`config.mk`:
```
export PLATFORM = sky130hd
export DESIGN_NAME = i4002_vfd_scanner
export DESIGN_NICKNAME = d
export VERILOG_FILES = /design/src/rtl/i4002_vfd_pkg.sv /design/src/rtl/i4002_vfd_segdecode.sv /design/src/rtl/i4002_vfd_scanner.sv
export SDC_FILE = /design/constraint.sdc
export NUM_CORES = 1
export LEC_CHECK = 0
export CAP_MARGIN = 20
export CORE_MARGIN = 1
export CORE_UTILIZATION = 40
export DETAILED_ROUTE_END_ITERATION = 10
export PLACE_DENSITY = 0.55
export SYNTH_ARGS = -nofsm -noshare
export SYNTH_HDL_FRONTEND = slang
export SYNTH_SLANG_ARGS = --single-unit
```
`constraint.sdc`:
```
create_clock -name sysclk -period 3.4 [get_ports sysclk]
set_input_delay 1.02 -clock sysclk [delete_from_list [all_inputs] [get_ports sysclk]]
set_output_delay 1.02 -clock sysclk [all_outputs]
set_load 0.01 [all_outputs]
```
`src/rtl/i4002_vfd_pkg.sv`:
```
// Shared definitions for the i4002 Working Register VFD scanner.
// Contents: scanner FSM state encoding, the status-character address, the serial word width
// and the hex-to-7-segment table (bit order {g,f,e,d,c,b,a}).
package i4002_vfd_pkg;

    typedef enum logic [2:0] {
        StIdle,
        StFetchStatus,
        StFetchDigit,
        StShift,
        StLatch,
        StDwell
    } vfd_state_e;

    // Status character 16 of the Working Register holds the decimal-point position.
    localparam logic [4:0] WR_STATUS_ADDR = 5'd16;

    // 16 grid bits, decimal point, 7 segments.
    localparam int unsigned SHIFT_WIDTH = 24;

    // Entry i is the segment pattern for hex digit i.
    localparam logic [15:0][6:0] SEG_TABLE = {
        7'h71, 7'h79, 7'h5E, 7'h39, 7'h7C, 7'h77, 7'h6F, 7'h7F,
        7'h07, 7'h7D, 7'h6D, 7'h66, 7'h4F, 7'h5B, 7'h06, 7'h3F
    };

endpackage

```
`src/rtl/i4002_vfd_segdecode.sv`:
```
// Combinational nibble to 7-segment map, shared with other display blocks.
// Ports:
//   nibble  in  4  hex value 0..F
//   seg     out 7  segments {g,f,e,d,c,b,a}, 1 = lit
module i4002_vfd_segdecode
    import i4002_vfd_pkg::*;
(
    input  logic [3:0] nibble,
    output logic [6:0] seg
);

    assign seg = SEG_TABLE[nibble];

endmodule

```
`src/rtl/i4002_vfd_scanner.sv`:
```
// Scans the i4002 Working Register (RAM0 register 1) onto a serial-input VFD driver.
// Each digit is fetched, decoded, shifted out MSB first as a 24-bit grid/dp/segment word,
// latched, then left unblanked for DWELL_CYCLES. The status character (address 16) gives
// the decimal-point position and is re-read at the start of every frame.
// Ports:
//   sysclk      in   1  system clock
//   sysreset_n  in   1  asynchronous active-low reset
//   enable      in   1  scan enable (level); a started digit always completes its dwell
//   ram_addr    out  5  registered address to the RAM second read port
//   ram_data    in   4  RAM read data, combinational from ram_addr
//   vfd_sclk    out  1  driver serial clock
//   vfd_sdata   out  1  driver serial data, MSB first
//   vfd_latch   out  1  driver latch strobe, one cycle
//   vfd_blank   out  1  driver blanking, 1 = all off
//   busy        out  1  high outside IDLE
//   frame_done  out  1  one-cycle pulse after the last digit's dwell
module i4002_vfd_scanner
    import i4002_vfd_pkg::*;
#(
    parameter int unsigned NUM_DIGITS   = 16,
    parameter int unsigned CLK_DIV      = 4,
    parameter int unsigned DWELL_CYCLES = 1024
) (
    input  logic       sysclk,
    input  logic       sysreset_n,
    input  logic       enable,
    output logic [4:0] ram_addr,
    input  logic [3:0] ram_data,
    output logic       vfd_sclk,
    output logic       vfd_sdata,
    output logic       vfd_latch,
    output logic       vfd_blank,
    output logic       busy,
    output logic       frame_done
);

    localparam int unsigned DIV_W   = (CLK_DIV > 1) ? $clog2(CLK_DIV) : 1;
    localparam int unsigned DWELL_W = (DWELL_CYCLES > 1) ? $clog2(DWELL_CYCLES) : 1;
    localparam logic [DIV_W-1:0]   DIV_LAST   = DIV_W'(CLK_DIV - 1);
    localparam logic [DWELL_W-1:0] DWELL_LAST = DWELL_W'(DWELL_CYCLES - 1);
    localparam logic [3:0]         LAST_DIGIT = 4'(NUM_DIGITS - 1);
    localparam logic [4:0]         TOP_BIT    = 5'(SHIFT_WIDTH - 1);

    vfd_state_e state_q, state_d;

    logic [3:0]             digit_q, digit_d;
    logic [3:0]             dp_pos_q, dp_pos_d;
    logic [4:0]             ram_addr_q, ram_addr_d;
    logic [SHIFT_WIDTH-1:0] word_q, word_d;
    logic [4:0]             bit_q, bit_d;
    logic [DIV_W-1:0]       div_q, div_d;
    logic [DWELL_W-1:0]     dwell_q, dwell_d;
    logic                   sclk_q, sclk_d;
    logic                   sdata_q, sdata_d;
    logic                   frame_done_q, frame_done_d;

    logic [6:0]             seg;
    logic [SHIFT_WIDTH-1:0] word_load;
    logic                   div_end, dwell_end, shift_end, last_digit;

    i4002_vfd_segdecode u_segdecode (
        .nibble (ram_data),
        .seg    (seg)
    );

    assign word_load  = {16'h0001 << digit_q, digit_q == dp_pos_q, seg};
    assign div_end    = (div_q == DIV_LAST);
    assign dwell_end  = (dwell_q == DWELL_LAST);
    // Shift ends at the close of bit 0's high phase.
    assign shift_end  = div_end && sclk_q && (bit_q == 5'd0);
    assign last_digit = (digit_q == LAST_DIGIT);

    // State register
    always_ff @(posedge sysclk or negedge sysreset_n) begin
        if (!sysreset_n) begin
            state_q <= StIdle;
        end else begin
            state_q <= state_d;
        end
    end

    // Next-state logic; enable is only consulted in IDLE and at the end of a dwell.
    always_comb begin
        state_d = state_q;
        case (state_q)
            StIdle:        if (enable) state_d = StFetchStatus;
            StFetchStatus: state_d = StFetchDigit;
            StFetchDigit:  state_d = StShift;
            StShift:       if (shift_end) state_d = StLatch;
            StLatch:       state_d = StDwell;
            StDwell: begin
                if (dwell_end) begin
                    if (!enable)         state_d = StIdle;
                    else if (last_digit) state_d = StFetchStatus;
                    else                 state_d = StFetchDigit;
                end
            end
            default:       state_d = StIdle;
        endcase
    end

    // State-decoded outputs
    always_comb begin
        busy      = (state_q != StIdle);
        vfd_latch = (state_q == StLatch);
        vfd_blank = (state_q != StDwell);
    end

    // Datapath next-state
    always_comb begin
        digit_d      = digit_q;
        dp_pos_d     = dp_pos_q;
        ram_addr_d   = ram_addr_q;
        word_d       = word_q;
        bit_d        = bit_q;
        div_d        = div_q;
        dwell_d      = dwell_q;
        sclk_d       = sclk_q;
        sdata_d      = sdata_q;
        frame_done_d = 1'b0;
        case (state_q)
            StIdle: begin
                if (enable) begin
                    ram_addr_d = WR_STATUS_ADDR;
                    digit_d    = 4'd0;
                end
            end
            StFetchStatus: begin
                dp_pos_d   = ram_data;
                ram_addr_d = {1'b0, digit_q};
            end
            StFetchDigit: begin
                word_d  = word_load;
                bit_d   = TOP_BIT;
                div_d   = '0;
                sclk_d  = 1'b0;
                sdata_d = word_load[SHIFT_WIDTH-1];
            end
            StShift: begin
                if (div_end) begin
                    div_d = '0;
                    if (!sclk_q) begin
                        sclk_d = 1'b1;
                    end else begin
                        // Data moves only together with the falling sclk edge.
                        sclk_d = 1'b0;
                        if (bit_q != 5'd0) begin
                            bit_d   = bit_q - 5'd1;
                            sdata_d = word_q[bit_q - 5'd1];
                        end
                    end
                end else begin
                    div_d = div_q + DIV_W'(1);
                end
            end
            StLatch: begin
                dwell_d = '0;
            end
            StDwell: begin
                if (dwell_end) begin
                    if (last_digit) begin
                        digit_d      = 4'd0;
                        frame_done_d = 1'b1;
                        if (enable) ram_addr_d = WR_STATUS_ADDR;
                    end else begin
                        digit_d = digit_q + 4'd1;
                        if (enable) ram_addr_d = {1'b0, digit_q + 4'd1};
                    end
                end else begin
                    dwell_d = dwell_q + DWELL_W'(1);
                end
            end
            default: ;
        endcase
    end

    always_ff @(posedge sysclk or negedge sysreset_n) begin
        if (!sysreset_n) begin
            digit_q      <= 4'd0;
            dp_pos_q     <= 4'd0;
            ram_addr_q   <= 5'd0;
            word_q       <= '0;
            bit_q        <= 5'd0;
            div_q        <= '0;
            dwell_q      <= '0;
            sclk_q       <= 1'b0;
            sdata_q      <= 1'b0;
            frame_done_q <= 1'b0;
        end else begin
            digit_q      <= digit_d;
            dp_pos_q     <= dp_pos_d;
            ram_addr_q   <= ram_addr_d;
            word_q       <= word_d;
            bit_q        <= bit_d;
            div_q        <= div_d;
            dwell_q      <= dwell_d;
            sclk_q       <= sclk_d;
            sdata_q      <= sdata_d;
            frame_done_q <= frame_done_d;
        end
    end

    assign ram_addr   = ram_addr_q;
    assign vfd_sclk   = sclk_q;
    assign vfd_sdata  = sdata_q;
    assign frame_done = frame_done_q;

endmodule

```
==> results.cfg, run 1 <==
[clock_tree]
clockRootBuffer = clkbuf_8
clkTransAtPathRegs_ns = 0.07
postCtsResizedCells = 0
cts_setup_buffers = 0
cts_buffer_depth = 2
cts_tree = built
cts_hold_buffers = 0
clk_latency_ns = 0.33
clock_sinks = 60
h-tree-depth = 3
cts_buffers = 9

[min_path]
hp-class = flop to flop

[worst_setup_path]
arrival_ns = 2.08
cp_num_buf_inv = 2
cp-end-kind = output pin
cpMostUsedCell = nand2b_1
worst_path_max_delay_cell = dfrtp_1
crit_type = flop to output pin
cp.required_ns = 2.38
critPathLaunchType = flop
path_max_fanout = 17
path_delay_family = buffers and inverters
crit_chain = nand2b_1 -> nand2b_1 -> inv_2 -> clkdlybuf4s50_1
crit_path_max_incr_delay_ns = 0.56

[route]
drt_wl_total_um = 7090
viasPerCell = 5.33
drtAntennaViolNets = 0
wl_per_cell_um = 15.0
vias = 2516
dr.pass1.iters = 4
drc = 0
drt_iter0_markers = 128

[place]
dp.cells = 455
postPlaceCellArea_mm2 = 0.00358
pre_cts_slack_ns = 0.656
hpwlAfterDp_um = 5110
finalWeightedCongestion = 0.822
port_buffers = 17

[logic_synthesis]
synth_warnings = 0
synth.distinct_cells = 53
ys_top_cells_by_count = nand2_1 (65), dfrtp_1 (60), o21ai_0 (36)
synth_nets = 370
synth-seq-cells = 60
yosysSeqAreaShare_pct = 45.1
synth_edf_count = 0
postSynthCellCount = 347
yosysTopAreaCell = dfrtp_1
ys.flop_type = dfrtp_1
syn_area_mm2 = 0.00333
syn_avg_cell_area_um2 = 9.59
synth.most_common_cell = nand2_1
async_reset_ff_share_pct = 100
post-synth-top-area-fraction_pct = 45.1
synthTopCellsByArea = dfrtp_1 (45%), nand2_1 (7.3%), ha_1 (6.0%), o21ai_0 (5.4%), mux4_2 (3.4%)

[global_routing]
grt_pass1_wl_um = 12300
grt_pass1_vias = 2456
antenna_found_initial = 0
track_usage_pct = 18.6
gr-total-overflow = 0
grt_max_degree = 35

[final_layout]
final_cells = 472
antenna_cells = 0
fin_nets = 388
stdcell_area_mm2 = 0.00380
final_util_pct = 48.2
drive_above_1_share_pct = 9.73
areaGrowthSynthToFinish_pct = 14.3

[floorplan]
die_w_um = 93.2
die_y_um = 93.2
ios = 18
die_area_mm2 = 0.00869
core_mm2 = 0.00789
start_util_pct = 42.2
rows = 32

[sta]
rsz0062_at_grt = false
holdWs_ns = 0.470
fin_tns_setup_ns = 0
setup_viol = 0
postLayoutSetupSlackWorst_ns = 0.303
slew_violations = 0
hold_violations = 0
tightest_slew_ns = 0.523
maxSlewHeadroom_pct = 64.9
max_clock_freq_ghz = 0.323
timing.final.crit_period_ns = 3.10
period_share_pct = 91.1
finClkSkew_ns = 0.00647

[power_and_ir_drop]
ir_drop_mv = 0.341
p_switching_uw = 967
p_int_mw = 1.69
swShare_pct = 36.4
powerDensity_mw_per_mm2 = 698
p_clk_share_pct = 24.8
power_mw = 2.66
p_comb_share_pct = 34.7
cellLeakagePower_nw = 1.64
seqPwrFrac_pct = 40.4

[run_status]
outcome = complete, no violations

[flow_run]
max_cap_violations = 0
==> flip-flops by register name, indices dropped and copies added, names as in the netlist <==
| register | count |
|---|---|
| dp_pos_q | 4 |
| state_q | 3 |
| dwell_q | 10 |
| bit_q | 5 |
| word_q | 24 |
| vfd_sdata | 1 |
| div_q | 2 |
| vfd_sclk | 1 |
| ram_addr | 5 |
| digit_q | 4 |
| frame_done | 1 |
==> path summary, 6_finish.rpt <==
kind                                           end  cells after the start                   start  slack, ns
setup / recovery                         vfd_latch                      4  state_q[0]$_DFFE_PN0P_       0.30
hold / removal                div_q[1]$_DFFE_PN0P_                      2    div_q[1]$_DFFE_PN0P_       0.47
setup reg to reg             vfd_sdata$_DFFE_PN0P_                      6    bit_q[0]$_DFFE_PN0P_       0.71
hold reg to reg               div_q[1]$_DFFE_PN0P_                      2    div_q[1]$_DFFE_PN0P_       0.47
max in group asynchronous  ram_addr[0]$_DFFE_PN0P_                      2              sysreset_n       2.15
min in group asynchronous     bit_q[2]$_DFFE_PN0P_                      1              sysreset_n       0.57
==> cell type report <==
type                       count  area [µm²]
fill                         738        4090
multi-input combinational    259        1710
sequential                    60        1500
timing repair buffer          22         210
clock buffer                  12         155
tap                          102         128
inverter                      13        48.8
clock inverter                 4        47.5
==> power by group through the flow <==
stage / combinational (mW) / clock [mW] / sequential, mW
finish: 0.922 / 0.659 / 1.07
global route: 1.04 / 0.712 / 1.10
CTS: 0.909 / 0.677 / 1.07
detailed placement: 0.903 / 0 / 1.09
global placement: 0.894 / 0 / 1.08
floorplan: 0.710 / 0 / 1.00
==> worst register-to-register path: cells and delay by family, from the launching register on <==
kind	cells	cell delay, ns
AO/OA/AOI/OAI	3	0.70
adder cells (fa/ha/maj)	1	0.53
buffers and inverters	1	0.14
flip-flops	1	0.58
multiplexers	1	0.61
==> cell usage in the layout, fill, tap and decap left out, types with 9 or more instances in the layout <==
cell type / instances
nand3_1: 11
o21ai_0: 36
dfrtp_1: 60
nand2_1: 65
nor2_1: 19
clkbuf_8: 11
clkdlybuf4s50_1: 16
xnor2_1: 9
inv_1: 10
ha_1: 16
==> per-layer routing <==
layer / part of all wire [%] / global-route usage (%) / vias up
li1: - / - / 1266
met1: 54 / 27.2 / 1201
met2: 43 / 26.4 / 45
met3: 2.7 / 5.37 / 4
met4: 0.83 / 5.38 / 0
met5: 0 / 0 / -
==> logic make-up (layout without fill, tap and decap cells) <==
kind of cell               Yosys count  after routing  synth area share (%)
adders and majority gates           16             16                  6.02
AOI/OAI and AO/OA                   78             78                  15.1
buffers and inverters               28             51                  3.46
and+or+nand+nor                    134            134                  18.8
muxes                               15             15                  7.07
xor gates and xnor gates            16             16                  4.44
DFF                                 60             60                  45.1
(Power assumes the default switching activity.)
==> run 2: changes to the inputs <==
CORE_UTILIZATION = 56   (was 40)
PLACE_DENSITY = 0.73   (was 0.55)
==> results.cfg, run 2 (synthesis gave the netlist of run 1 again) <==
[run_status]
outcome = complete, no violations

[sta]
tightest_slew_ns = 0.711
max_clock_freq_ghz = 0.320
timing.final.crit_period_ns = 3.13
period_share_pct = 92.0
slew_violations = 0
maxSlewHeadroom_pct = 52.6
fin_tns_setup_ns = 0
hold_violations = 0
setup_viol = 0
rsz0062_at_grt = false
finClkSkew_ns = 0.0118

[power_and_ir_drop]
cellLeakagePower_nw = 1.62
powerDensity_mw_per_mm2 = 692
ir_drop_mv = 0.395
p_int_mw = 1.62
swShare_pct = 37.0
p_clk_share_pct = 23.9
seqPwrFrac_pct = 41.5
p_comb_share_pct = 34.6
p_switching_uw = 952

[place]
hpwlAfterDp_um = 4880
dp.cells = 424
finalWeightedCongestion = 0.796
postPlaceCellArea_mm2 = 0.00354
port_buffers = 17

[route]
drt_iter0_markers = 258
wl_per_cell_um = 15.7
drt_wl_total_um = 6900
drc = 0
viasPerCell = 5.78
drtAntennaViolNets = 0
vias = 2545
dr.pass1.iters = 4

[worst_setup_path]
critPathLaunchType = flop
arrival_ns = 2.11
worst_path_max_delay_cell = dfrtp_1
path_max_fanout = 17
crit_type = flop to output pin
cpMostUsedCell = nand2b_1
cp.required_ns = 2.38
crit_chain = nand2b_1 -> nand2b_1 -> inv_2 -> clkdlybuf4s50_1
cp_num_buf_inv = 2
crit_path_max_incr_delay_ns = 0.65
r2r_slack_ns = 0.64
cp-end-kind = output pin
path_delay_family = buffers and inverters

[final_layout]
layout_commonest_cell = nand2_1
antenna_cells = 0
stdcell_area_mm2 = 0.00372
fin_nets = 386
regMostFlops = word_q
final_cells = 440
multiInputGateArea_mm2 = 0.00171
fillers = 474
layout_common_cells = nand2_1 (65), dfrtp_1 (60), o21ai_0 (36)
largest_reg_flops = 24
largest_registers = word_q x24, dwell_q x10
drive_above_1_share_pct = 9.24
areaGrowthSynthToFinish_pct = 11.8
seq_area_mm2 = 0.00150
final_util_pct = 66.4

[clock_tree]
clockRootBuffer = clkbuf_8
cts_hold_buffers = 0
h-tree-depth = 3
cts_tree = built
clock_sinks = 60
clk_latency_ns = 0.34
cts_setup_buffers = 0
clkTransAtPathRegs_ns = 0.07
cts_buffer_depth = 2
cts_buffers = 9
postCtsResizedCells = 0

[floorplan]
rows = 27
start_util_pct = 59.3
die_y_um = 79.1
core_mm2 = 0.00561
ios = 18
die_area_mm2 = 0.00625
die_w_um = 79.1

[global_routing]
grt_pass1_vias = 2484
grt_pass1_wl_um = 11800
grt_max_degree = 49
antenna_found_initial = 0
track_usage_pct = 25.1
gr-total-overflow = 0

[min_path]
hp-class = flop to flop

[flow_run]
max_cap_violations = 0
==> run 2: cell types whose count changed in the layout (fill, tap and decap cells not counted) <==
cell | before | now
clkinv_2 | 2 | 5
clkinvlp_4 | 1 | 0
buf_4 | 4 | 3
buf_8 | 1 | 0
clkbuf_8 | 11 | 9
==> run 2: metal layers <==
| layer | routed length, µm | GRT usage (%) | vias up | part of all wire (%) |
|---|---|---|---|---|
| met1 | 3430 | 35.4 | 1227 | 50 |
| met2 | 3150 | 37.6 | 54 | 46 |
| met4 | 69 | 9.45 | 0 | 1.0 |
| li1 | - | - | 1257 | - |
| met5 | 0 | 0 | - | 0 |
| met3 | 255 | 6.09 | 7 | 3.7 |
==> run 2: power by group through the flow <==
| stage | Clock (mW) | Sequential (mW) | Combinational, mW |
|---|---|---|---|
| CTS | 0.630 | 1.07 | 0.894 |
| finish | 0.616 | 1.07 | 0.890 |
| floorplan | 0 | 1.00 | 0.710 |
| global placement | 0 | 1.07 | 0.867 |
| global route | 0.665 | 1.10 | 0.996 |
| detailed placement | 0 | 1.08 | 0.890 |
==> run 2: path summary, 6_finish.rpt <==
kind / cells after the start / startpoint / endpoint
max: 4 / state_q[2]$_DFFE_PN0P_ / vfd_latch
min: 2 / word_q[18]$_DFFE_PN0P_ / word_q[18]$_DFFE_PN0P_
max reg2reg: 6 / bit_q[0]$_DFFE_PN0P_ / vfd_sdata$_DFFE_PN0P_
min reg2reg: 2 / word_q[18]$_DFFE_PN0P_ / word_q[18]$_DFFE_PN0P_
max in group asynchronous: 2 / sysreset_n / digit_q[1]$_DFFE_PN0P_
min in group asynchronous: 1 / sysreset_n / bit_q[1]$_DFFE_PN0P_
==> run 2: tightest hold or removal path: cells and delay by family (launching register included) <==
family | cells | cell delay (ns)
compound gates | 1 | 0.06
simple gates | 1 | 0.04
flops | 1 | 0.34
==> run 2: metrics by stage <==
step	power [mW]	setup slack, ns	hold slack [ns]
floorplan	1.71	1.05	0.442
global placement	1.94	0.710	0.456
detailed placement	1.97	0.657	0.465
CTS	2.59	0.280	0.480
global route	2.76	0.128	0.514
finish	2.57	0.272	0.477
==> run 2: area by class of cell <==
cell class	instances	share of cell area (%)
clock buffers	10	3.43
clock inverters	6	1.48
inverters	13	1.31
multi-input cells	259	46.0
flip-flops and latches	60	40.3
well taps	72	2.42
repair buffers	20	5.04
==> run 3: changes to the inputs <==
SETUP_SLACK_MARGIN = 0.2   (was unset)
==> results.cfg, run 3 (synthesis gave the netlist of run 1 again) <==
[floorplan]
start_util_pct = 59.3
die_w_um = 79.1
rows = 27
die_area_mm2 = 0.00625
die_y_um = 79.1
ios = 18
core_mm2 = 0.00561

[place]
postPlaceCellArea_mm2 = 0.00354
port_buffers = 17
hpwlAfterDp_um = 4880
finalWeightedCongestion = 0.796
pre_cts_slack_ns = 0.657

[power_and_ir_drop]
p_comb_share_pct = 34.5
swShare_pct = 37.0
p_clk_share_pct = 23.9
p_switching_uw = 954
ir_drop_mv = 0.395
powerDensity_mw_per_mm2 = 693
cellLeakagePower_nw = 1.62
seqPwrFrac_pct = 41.5
p_int_mw = 1.63

[sta]
slew_violations = 0
postLayoutSetupSlackWorst_ns = 0.386
hold_violations = 0
tightest_slew_ns = 0.727
fin_tns_setup_ns = 0
maxSlewHeadroom_pct = 51.6
max_clock_freq_ghz = 0.332
timing.final.crit_period_ns = 3.01
setup_viol = 0
period_share_pct = 88.6
finClkSkew_ns = 0.00985
holdWs_ns = 0.477
rsz0062_at_grt = false

[min_path]
hp-start = div_q[1]$_DFFE_PN0P_
hold_path_end = div_q[1]$_DFFE_PN0P_
hp-class = flop to flop
min_delay_path_depth = 2

[worst_setup_path]
crit_path_max_incr_delay_ns = 0.56
r2r_slack_ns = 0.64
crit_type = flop to output pin
path_max_fanout = 17
path_delay_family = buffers and inverters
critPathLaunchType = flop
crit_chain = nand2b_1 -> nand2b_1 -> inv_2 -> clkdlybuf4s50_1
cpMostUsedCell = nand2b_1
cp_num_buf_inv = 2
cp.required_ns = 2.38
crit_cells = 4
cp-end-kind = output pin
rr_worst_depth = 6
arrival_ns = 1.99
r2r_end = vfd_sdata$_DFFE_PN0P_
worst_path_max_delay_cell = clkdlybuf4s50_1
reg2reg_from = bit_q[0]$_DFFE_PN0P_

[run_status]
outcome = complete, no violations

[final_layout]
layout_common_cells = nand2_1 (65), dfrtp_1 (58), o21ai_0 (36)
largest_reg_flops = 24
layout_commonest_cell = nand2_1
seq_area_mm2 = 0.00150
regMostFlops = word_q
multiInputGateArea_mm2 = 0.00171
fin_nets = 386
fillers = 475
antenna_cells = 0
stdcell_area_mm2 = 0.00372
drive_above_1_share_pct = 9.78
areaGrowthSynthToFinish_pct = 11.9
largest_registers = word_q x24, dwell_q x10
final_util_pct = 66.4

[clock_tree]
clock_sinks = 60
clockRootBuffer = clkbuf_8
cts_buffers = 9
clk_latency_ns = 0.34
cts_hold_buffers = 0
h-tree-depth = 3
clkTransAtPathRegs_ns = 0.07
cts_setup_buffers = 0
cts_tree = built
cts_buffer_depth = 2
postCtsResizedCells = 0

[route]
drt_wl_total_um = 6930
drtAntennaViolNets = 0
dr.pass1.iters = 5
drt_iter0_markers = 261
vias = 2528
drc = 0
wl_per_cell_um = 15.7
viasPerCell = 5.75

[flow_run]
max_cap_violations = 0

[global_routing]
track_usage_pct = 25.1
grt_pass1_vias = 2484
gr-total-overflow = 0
grt_max_degree = 49
antenna_found_initial = 0
grt_pass1_wl_um = 11800
## run 3: cell types whose count changed in the layout (fill, tap and decap cells not counted)
cell / before / now
dfrtp_2: 0 / 2
dfrtp_1: 60 / 58
## run 3: final cells by class
class / count / area share, %
Inverter: 13 / 1.31
Multi-Input combinational cell: 259 / 45.9
Timing Repair Buffer: 20 / 5.04
Tap cell: 72 / 2.42
Clock inverter: 6 / 1.48
Clock buffer: 10 / 3.43
Sequential cell: 60 / 40.4
## run 3: worst max-delay path by stage
stage	slack, ns	from	to
2_1_floorplan	1.05	bit_q[0]$_DFFE_PN0P_	vfd_sdata$_DFFE_PN0P_
3_3_place_gp	0.71	state_q[0]$_DFFE_PN0P_	vfd_latch
3_5_place_dp	0.66	bit_q[0]$_DFFE_PN0P_	vfd_sdata$_DFFE_PN0P_
4_1_cts	0.28	state_q[2]$_DFFE_PN0P_	vfd_latch
5_1_grt	0.26	state_q[0]$_DFFE_PN0P_	vfd_latch
6_report	0.39	state_q[0]$_DFFE_PN0P_	vfd_latch
## run 3: metal layers
layer | routed length, µm | vias to the layer above | global-route usage, %
met5 | 0 | - | 0
met2 | 3120 | 60 | 37.6
li1 | - | 1258 | -
met3 | 297 | 8 | 6.09
met4 | 81 | 0 | 9.45
met1 | 3430 | 1202 | 35.4
## run 3: through the flow
stage / power [mW] / instances
floorplan: 1.71 / 347
global placement: 1.94 / 424
detailed placement: 1.97 / 424
CTS: 2.59 / 440
global route: 2.76 / 440
finish: 2.58 / 440
## run 3: worst reg2reg max path, cell delays in order, from the launching register on
cell,delay [ns]
dfrtp_1,0.60
inv_1,0.14
ha_1,0.57
mux4_1,0.61
o21a_1,0.19
a211o_1,0.26
o32a_1,0.28
## run 3: power groups by stage
stage / sequential [mW] / combinational, mW / clock (mW)
global route: 1.10 / 0.996 / 0.665
finish: 1.07 / 0.891 / 0.618
floorplan: 1.00 / 0.710 / 0
detailed placement: 1.08 / 0.890 / 0
CTS: 1.07 / 0.894 / 0.630
global placement: 1.07 / 0.867 / 0
